<file path="config.mk">
export PLATFORM = sky130hd
export DESIGN_NAME = node_integrator
export DESIGN_NICKNAME = d
export VERILOG_FILES = /design/src/rtl/physics_pkg.sv /design/src/rtl/sat_add.sv /design/src/rtl/node_integrator.sv
export SDC_FILE = /design/constraint.sdc
export NUM_CORES = 1
export LEC_CHECK = 0
export ABC_AREA = 1
export ABC_CLOCK_PERIOD_IN_PS = 5400
export CORE_ASPECT_RATIO = 1.4
export CORE_MARGIN = 1.5
export CORE_UTILIZATION = 50
export DETAILED_ROUTE_END_ITERATION = 7
export PLACE_DENSITY = 0.68
export RECOVER_POWER = 100
export SYNTH_ARGS = -nofsm -noshare
export SYNTH_HDL_FRONTEND = slang
export SYNTH_SLANG_ARGS = --single-unit
export TNS_END_PERCENT = 30
</file>
<file path="constraint.sdc">
create_clock -name clk_in -period 5.4 [get_ports clk_in]
set_input_delay 1.62 -clock clk_in [delete_from_list [all_inputs] [get_ports clk_in]]
set_output_delay 1.62 -clock clk_in [all_outputs]
set_load 0.005 [all_outputs]
</file>
<file path="src/rtl/physics_pkg.sv">
// rtl/physics_pkg.sv - shared size constants and FSM state encoding for node_integrator
//
// Purpose: default sizes for the mass-node integrator, the accumulator guard width,
// and the integrator FSM state enum. Imported by node_integrator.
// Ports: none (package).

package physics_pkg;

   localparam int DEF_NUM_NODES     = 4;
   localparam int DEF_POSITION_SIZE = 8;
   localparam int DEF_VELOCITY_SIZE = 7;
   localparam int DEF_FORCE_SIZE    = 5;
   localparam int DEF_MASS_SHIFT    = 1;

   // Extra accumulator bits above FORCE_SIZE so several springs can pile up
   // before saturation kicks in.
   localparam int ACC_GUARD_BITS    = 4;

   typedef enum logic [1:0] {
      IDLE   = 2'd0,
      UPDATE = 2'd1,
      DONE   = 2'd2
   } state_t;

endpackage

</file>
<file path="src/rtl/sat_add.sv">
// rtl/sat_add.sv - signed saturating adder with independent operand and result widths
//
// Purpose: y = clamp(a + b) to the signed range of Y_W bits; never wraps.
// Ports:
//   a  input  A_W signed  first operand
//   b  input  B_W signed  second operand
//   y  output Y_W signed  saturated sum (Y_W must not exceed max(A_W,B_W)+1)

module sat_add #(
   parameter int A_W = 8,
   parameter int B_W = 8,
   parameter int Y_W = 8
) (
   input  logic signed [A_W-1:0] a,
   input  logic signed [B_W-1:0] b,
   output logic signed [Y_W-1:0] y
);

   // One bit wider than the wider operand so the raw sum can never overflow.
   localparam int S_W = ((A_W > B_W) ? A_W : B_W) + 1;
   localparam logic signed [S_W-1:0] Y_MAX = S_W'((2 ** (Y_W - 1)) - 1);
   localparam logic signed [S_W-1:0] Y_MIN = S_W'(-(2 ** (Y_W - 1)));

   logic signed [S_W-1:0] sum;

   always_comb begin
      sum = S_W'(a) + S_W'(b);
      if (sum > Y_MAX) begin
         y = Y_MAX[Y_W-1:0];
      end else if (sum < Y_MIN) begin
         y = Y_MIN[Y_W-1:0];
      end else begin
         y = sum[Y_W-1:0];
      end
   end

endmodule

</file>
<file path="src/rtl/node_integrator.sv">
// rtl/node_integrator.sv - spring-mass node integrator: force accumulation and Euler pass
//
// Purpose: accumulates spring forces per node while idle, then on step_in walks
// every node once (one per cycle) applying v' = sat(v + (acc >>> MASS_SHIFT)),
// p' = sat(p + v'), clearing the accumulator, and pulses done.
// Optional feature macro: NODE_INTEGRATOR_GRAVITY_EN adds parameter GRAVITY,
// subtracted from each node's net y force before the mass shift.
// Ports:
//   clk_in, rst_in                  clock, synchronous active-high reset
//   force_valid/force_ready         spring-result handshake (ready only when idle)
//   force_x, force_y                force on node_a; node_b receives the negation
//   node_a, node_b                  spring endpoint indices
//   load_valid, load_node,
//   load_pos_x, load_pos_y          initial placement (velocity/accumulator zeroed)
//   step_in                         pulse to start an integration pass
//   busy, done                      pass in progress / one-cycle completion pulse
//   rd_node -> rd_pos_*, rd_vel_*   combinational state read

module node_integrator
   import physics_pkg::*;
#(
   parameter int NUM_NODES     = DEF_NUM_NODES,
   parameter int POSITION_SIZE = DEF_POSITION_SIZE,
   parameter int VELOCITY_SIZE = DEF_VELOCITY_SIZE,
   parameter int FORCE_SIZE    = DEF_FORCE_SIZE,
`ifdef NODE_INTEGRATOR_GRAVITY_EN
   parameter int GRAVITY       = 1,
`endif
   parameter int MASS_SHIFT    = DEF_MASS_SHIFT
) (
   input  logic                              clk_in,
   input  logic                              rst_in,
   input  logic                              force_valid,
   output logic                              force_ready,
   input  logic signed [FORCE_SIZE-1:0]      force_x,
   input  logic signed [FORCE_SIZE-1:0]      force_y,
   input  logic [$clog2(NUM_NODES)-1:0]      node_a,
   input  logic [$clog2(NUM_NODES)-1:0]      node_b,
   input  logic                              load_valid,
   input  logic [$clog2(NUM_NODES)-1:0]      load_node,
   input  logic signed [POSITION_SIZE-1:0]   load_pos_x,
   input  logic signed [POSITION_SIZE-1:0]   load_pos_y,
   input  logic                              step_in,
   output logic                              busy,
   output logic                              done,
   input  logic [$clog2(NUM_NODES)-1:0]      rd_node,
   output logic signed [POSITION_SIZE-1:0]   rd_pos_x,
   output logic signed [POSITION_SIZE-1:0]   rd_pos_y,
   output logic signed [VELOCITY_SIZE-1:0]   rd_vel_x,
   output logic signed [VELOCITY_SIZE-1:0]   rd_vel_y
);

   localparam int IW = $clog2(NUM_NODES);
   localparam int PW = POSITION_SIZE;
   localparam int VW = VELOCITY_SIZE;
   localparam int AW = FORCE_SIZE + ACC_GUARD_BITS;
   localparam int NW = AW + 1;           // net force: room for the gravity subtraction
   localparam int CW = FORCE_SIZE + 1;   // negated force: -min needs one more bit

   state_t         state, state_nx;
   logic [IW-1:0]  idx;

   logic signed [PW-1:0] pos_x [NUM_NODES];
   logic signed [PW-1:0] pos_y [NUM_NODES];
   logic signed [VW-1:0] vel_x [NUM_NODES];
   logic signed [VW-1:0] vel_y [NUM_NODES];
   logic signed [AW-1:0] acc_x [NUM_NODES];
   logic signed [AW-1:0] acc_y [NUM_NODES];
   logic signed [AW-1:0] acc_x_nx [NUM_NODES];
   logic signed [AW-1:0] acc_y_nx [NUM_NODES];

   logic                 force_fire;
   logic signed [CW-1:0] fx_ext, fy_ext;
   logic signed [NW-1:0] net_x, net_y;
   logic signed [VW-1:0] vel_x_new, vel_y_new;
   logic signed [PW-1:0] pos_x_new, pos_y_new;

   // ---------------- FSM ----------------
   always_ff @(posedge clk_in) begin
      if (rst_in) begin
         state <= IDLE;
      end else begin
         state <= state_nx;
      end
   end

   // Handshake/status outputs are gated by rst_in so they read 0 in the reset cycle.
   always_comb begin
      state_nx    = state;
      force_ready = 1'b0;
      busy        = 1'b0;
      done        = 1'b0;
      case (state)
         IDLE: begin
            force_ready = !rst_in;
            if (step_in) state_nx = UPDATE;
         end
         UPDATE: begin
            busy = !rst_in;
            if (idx == IW'(NUM_NODES - 1)) state_nx = DONE;
         end
         DONE: begin
            busy     = !rst_in;
            done     = !rst_in;
            state_nx = IDLE;
         end
         default: state_nx = IDLE;
      endcase
   end

   // ---------------- force accumulation ----------------
   assign force_fire = force_valid && force_ready;
   assign fx_ext     = CW'(force_x);
   assign fy_ext     = CW'(force_y);

   for (genvar n = 0; n < NUM_NODES; n++) begin : g_node
      logic signed [CW-1:0] cx, cy;

      // A self-spring (node_a == node_b) cancels out, so it contributes nothing.
      always_comb begin
         cx = '0;
         cy = '0;
         if (force_fire && (node_a != node_b)) begin
            if (node_a == IW'(n)) begin
               cx = fx_ext;
               cy = fy_ext;
            end else if (node_b == IW'(n)) begin
               cx = -fx_ext;
               cy = -fy_ext;
            end
         end
      end

      sat_add #(.A_W(AW), .B_W(CW), .Y_W(AW)) u_acc_x (.a(acc_x[n]), .b(cx), .y(acc_x_nx[n]));
      sat_add #(.A_W(AW), .B_W(CW), .Y_W(AW)) u_acc_y (.a(acc_y[n]), .b(cy), .y(acc_y_nx[n]));
   end

   // ---------------- integration datapath (one node per cycle) ----------------
   assign net_x = NW'(acc_x[idx]) >>> MASS_SHIFT;
`ifdef NODE_INTEGRATOR_GRAVITY_EN
   assign net_y = (NW'(acc_y[idx]) - NW'(GRAVITY)) >>> MASS_SHIFT;
`else
   assign net_y = NW'(acc_y[idx]) >>> MASS_SHIFT;
`endif

   sat_add #(.A_W(VW), .B_W(NW), .Y_W(VW)) u_vel_x (.a(vel_x[idx]), .b(net_x), .y(vel_x_new));
   sat_add #(.A_W(VW), .B_W(NW), .Y_W(VW)) u_vel_y (.a(vel_y[idx]), .b(net_y), .y(vel_y_new));
   sat_add #(.A_W(PW), .B_W(VW), .Y_W(PW)) u_pos_x (.a(pos_x[idx]), .b(vel_x_new), .y(pos_x_new));
   sat_add #(.A_W(PW), .B_W(VW), .Y_W(PW)) u_pos_y (.a(pos_y[idx]), .b(vel_y_new), .y(pos_y_new));

   always_ff @(posedge clk_in) begin
      if (rst_in) begin
         idx <= '0;
         for (int i = 0; i < NUM_NODES; i++) begin
            pos_x[i] <= '0;
            pos_y[i] <= '0;
            vel_x[i] <= '0;
            vel_y[i] <= '0;
            acc_x[i] <= '0;
            acc_y[i] <= '0;
         end
      end else begin
         case (state)
            IDLE: begin
               idx <= '0;
               for (int i = 0; i < NUM_NODES; i++) begin
                  acc_x[i] <= acc_x_nx[i];
                  acc_y[i] <= acc_y_nx[i];
                  // Load overrides this node's share of a same-cycle force.
                  if (load_valid && (load_node == IW'(i))) begin
                     pos_x[i] <= load_pos_x;
                     pos_y[i] <= load_pos_y;
                     vel_x[i] <= '0;
                     vel_y[i] <= '0;
                     acc_x[i] <= '0;
                     acc_y[i] <= '0;
                  end
               end
            end
            UPDATE: begin
               vel_x[idx] <= vel_x_new;
               vel_y[idx] <= vel_y_new;
               pos_x[idx] <= pos_x_new;
               pos_y[idx] <= pos_y_new;
               acc_x[idx] <= '0;
               acc_y[idx] <= '0;
               idx        <= idx + IW'(1);
            end
            default: ;
         endcase
      end
   end

   assign rd_pos_x = pos_x[rd_node];
   assign rd_pos_y = pos_y[rd_node];
   assign rd_vel_x = vel_x[rd_node];
   assign rd_vel_y = vel_y[rd_node];

endmodule

</file>
==> results of run 1 <==
power by group through the flow:
| stage | Clock [mW] | Sequential, mW | Combinational, mW |
|---|---|---|---|
| global route | 1.36 | 2.15 | 8.41 |
| CTS | 1.31 | 2.11 | 7.84 |
| detailed placement | 0 | 2.15 | 7.77 |
| floorplan | 0 | 2.08 | 5.97 |
| finish | 1.30 | 2.12 | 7.56 |
| global placement | 0 | 2.14 | 7.65 |
flip-flops by register name (all words and copies together), names as in the netlist, named ones only:
signal,flops
acc_x,36
vel_x,28
pos_y,32
idx,2
pos_x,32
state,2
acc_y,36
vel_y,28
final timing paths:
check / start / to / slack [ns] / cells past startpoint
worst max-delay path: rd_node[1] / rd_pos_x[7] / 0.03 / 5
worst min-delay path: acc_x[2][0] / acc_x[2][0] / 0.47 / 2
worst max register to register: register / pos_x[2][0] / 0.45 / 30
worst min register to register: acc_x[2][0] / acc_x[2][0] / 0.47 / 2
stage by stage:
stage | power [mW] | cells | util (%)
floorplan | 8.051 | 2089 | -
global placement | 9.791 | 2523 | 55.29
detailed placement | 9.918 | 2523 | 55.29
CTS | 11.26 | 2554 | 57.23
global route | 11.92 | 2554 | 56.93
finish | 10.98 | 2554 | 56.93
cells in the mapped netlist (7+ instances only):
cell / count
nand2_1: 372
nor2_1: 344
o21ai_0: 255
inv_1: 182
a21oi_1: 139
edfxtp_1: 120
ha_1: 114
dfxtp_1: 78
o22ai_1: 70
clkbuf_1: 64
nand3_1: 46
a22oi_1: 36
xor2_1: 36
xnor2_1: 30
or2_2: 24
nand4_1: 19
nand2_4: 17
nand2_2: 15
o211ai_1: 15
fa_1: 12
a31oi_1: 10
clkinv_1: 10
nor3_1: 10
a221oi_1: 7
repair_timing:
action                                  CTS  global route
hold buffers                              0             0
resized for setup                         0             4
endpoints found under the setup margin    0            29
worst max-delay path, delay by kind of cell:
| kind | cells | cell delay [ns] |
|---|---|---|
| compound gates | 2 | 0.50 |
| buf+inv | 3 | 1.62 |
layout make-up:
class                   instances  area (um2)  share of cell area, %
flip-flops and latches        198        5166                  30.13
repair buffers                130        1127                  6.574
multi-input cells            1616        9056                  52.81
clock buffers                  17       425.4                  2.481
well taps                     385       481.7                  2.809
inverters                     194       733.2                  4.276
clock inverters                14       158.9                 0.9266
cell families after synthesis:
kind of cell / share of synthesized area [%]
DFF: 33.62
xor gates and xnor gates: 3.763
buffers and inverters: 7.249
AOI/OAI and AO/OA: 20.54
and+or+nand+nor: 23.98
adders and majority gates: 10.85
routing by layer:
| layer | vias to the layer above | track usage [%] |
|---|---|---|
| met5 | - | 0 |
| met4 | 0 | 18.71 |
| met3 | 133 | 4.069 |
| met2 | 518 | 56.13 |
| met1 | 7074 | 35.39 |
| li1 | 7268 | - |
==> results.txt, run 1 <==
----------------------------------------------------
[Floorplanning]
  Die extent in y ... 210.4 um
  Floorplan die area ... 0.03180 mm2
  Die Span X ... 151.1 um
  Ports ... 72
  Area of the core region ... 0.03012 mm2
  Initial core utilization ... 51.00%
  Site row count ... 75

[Routing]
  Wire length on met2 ... 24780 um
  Vias per cell ... 5.870
  Remaining antenna violation count after routing ... 0
  WL per Instance ... 19.08 um
  Routed via count ... 14990
  Total wire length ... 48740 um
  First DRT Iteration DRCs ... 1285
  Uppermost layer routed ... met4
  Met3 WL ... 2561 um
  Wire length on met1 ... 18610 um
  Drt first pass iters ... 8
  DRC violations left ... 0

[Critical path]
  Crit Path Max Fanout ... 14
  Worst-path cell chain ... dlygate4sd3_1 > clkbuf_2 > o21ai_0 > o22ai_1 > dlygate4sd3_1
  Slowest-stage cell, CP ... dlygate4sd3_1
  Nature of the critical path startpoint ... primary input
  Critical Setup Path Class ... in -> out
  Worst setup EP type ... primary output
  Cell seen most often among critical-path stages ... dlygate4sd3_1
  Arrival time reported for the critical path endpoint ... 3.75 ns
  Data required time of the worst path ... 3.78 ns
  Max stage delay on crit path ... 0.64 ns

[Timing]
  Final period demand of the worst path ... 5.368 ns
  Max Clock Skew ... 0.01193 ns
  Hold Fails Final Rpt ... 0
  Achievable Freq ... 186.3 MHz
  Max transition margin ... -49.97%
  Final period util ... 99.40%
  Slew of the pin with the lowest slew margin ... 2.250 ns
  Fin Setup TNS ... 0 ns
  Post-route worst hold slack ... 0.4743 ns
  Unrepaired setup endpoints after global routing ... false
  Max Slew Vio Count ... 48
  Final worst slack ... 0.03243 ns
  Final setup viols ... 0

[Synth]
  Post-Synthesis Cells ... 2089
  Mean area per synthesized cell ... 7.354 um2
  Combined area of all synthesized cells ... 0.01536 mm2
  Sequential share of the synthesized area ... 33.62%
  Fraction of post-synthesis cell area in the top cell type by area ... 23.46%
  Biggest area contributors in the synthesized netlist ... edfxtp_1 (23%), dfxtp_1 (10%), ha_1 (9.3%)
  Dominant cell type by area after synthesis ... edfxtp_1
  Synth unique cells ... 50
  Most used DFF post-synth ... edfxtp_1
  Yosys warnings ... 0
  Number of enable-type register cells in the synthesized netlist ... 120
  Async set or reset register ratio after synthesis ... 0%
  Post-Syn Nets ... 2254
  FF+latch count, synth ... 198

[Run status]
  Outcome ... finished, violations left
  Violated checks ... capacitance limit, slew limit

[Power and ir drop]
  Leakage ... 7.629 nW
  Worst ir drop on vdd ... 1.460 mV
  Net load switching power ... 5.995 mW
  Clock share of power ... 11.8%
  Combinational power share ... 68.9%
  Part of the total power dissipated in sequential elements ... 19.3%
  Pwr Density ... 640.5 mW/mm2
  Total internal power ... 4.989 mW
  Sw Share ... 54.58%

[Clock tree]
  CTS clock-pin slew for the worst setup and hold paths ... 0.07 ns
  H-tree levels ... 4
  Total CTS buffers ... 17
  Clock insertion delay at the later pin of the skew report ... 0.46 ns
  CTS Buffer Depth ... 2
  Root Buffer Master ... clkbuf_16
  Sink count of the clock tree ... 198
  CTS tree ... built
  Buffers inserted during post-CTS setup optimization ... 0

[Placed design]
  Place WS ... 0.1159 ns
  Weighted congestion reported at the end of routability-driven placement ... 0.9500
  Half-perimeter wire length of the detailed placement result ... 35650 um
  Port Buffer Count ... 71
  Cell area after placement ... 0.01665 mm2

[Global routing]
  Total grt overflow ... 0
  Largest net degree at the start of global routing ... 91
  Via count of the first global-routing pass ... 14740
  Global-route usage over all layers ... 31.51%
  Global-route wire length before repair ... 76560 um
  Number of antenna violations at the first check in global routing ... 0

[Min path]
  Class of the worst hold path ... reg -> reg

[Final layout]
  Layout Cell Area excl Fill ... 0.01715 mm2
  Share of cells above drive strength 1 ... 6.731%
  Filler Cell Count ... 2933
  Ant diodes ... 0
  Most common cell after layout, fill and taps aside ... nand2_1
  Final-stage net count ... 2322
  Commonest cells after routing, fill and taps aside ... nand2_1 (378), nor2_1 (343), o21ai_0 (254), inv_1 (182), a21oi_1 (139)
  Area growth from synthesis to layout ... 11.63%

[Job]
  Reported max-cap violation count ... 2

----------------------------------------------------
Power figures use the tool's default switching activity.
==> run 2: changes to the inputs <==
CTS_CLUSTER_SIZE = 10   (was not set)
==> results of run 2 <==
Final layout, timing and power as in run 1 (identical DEF).
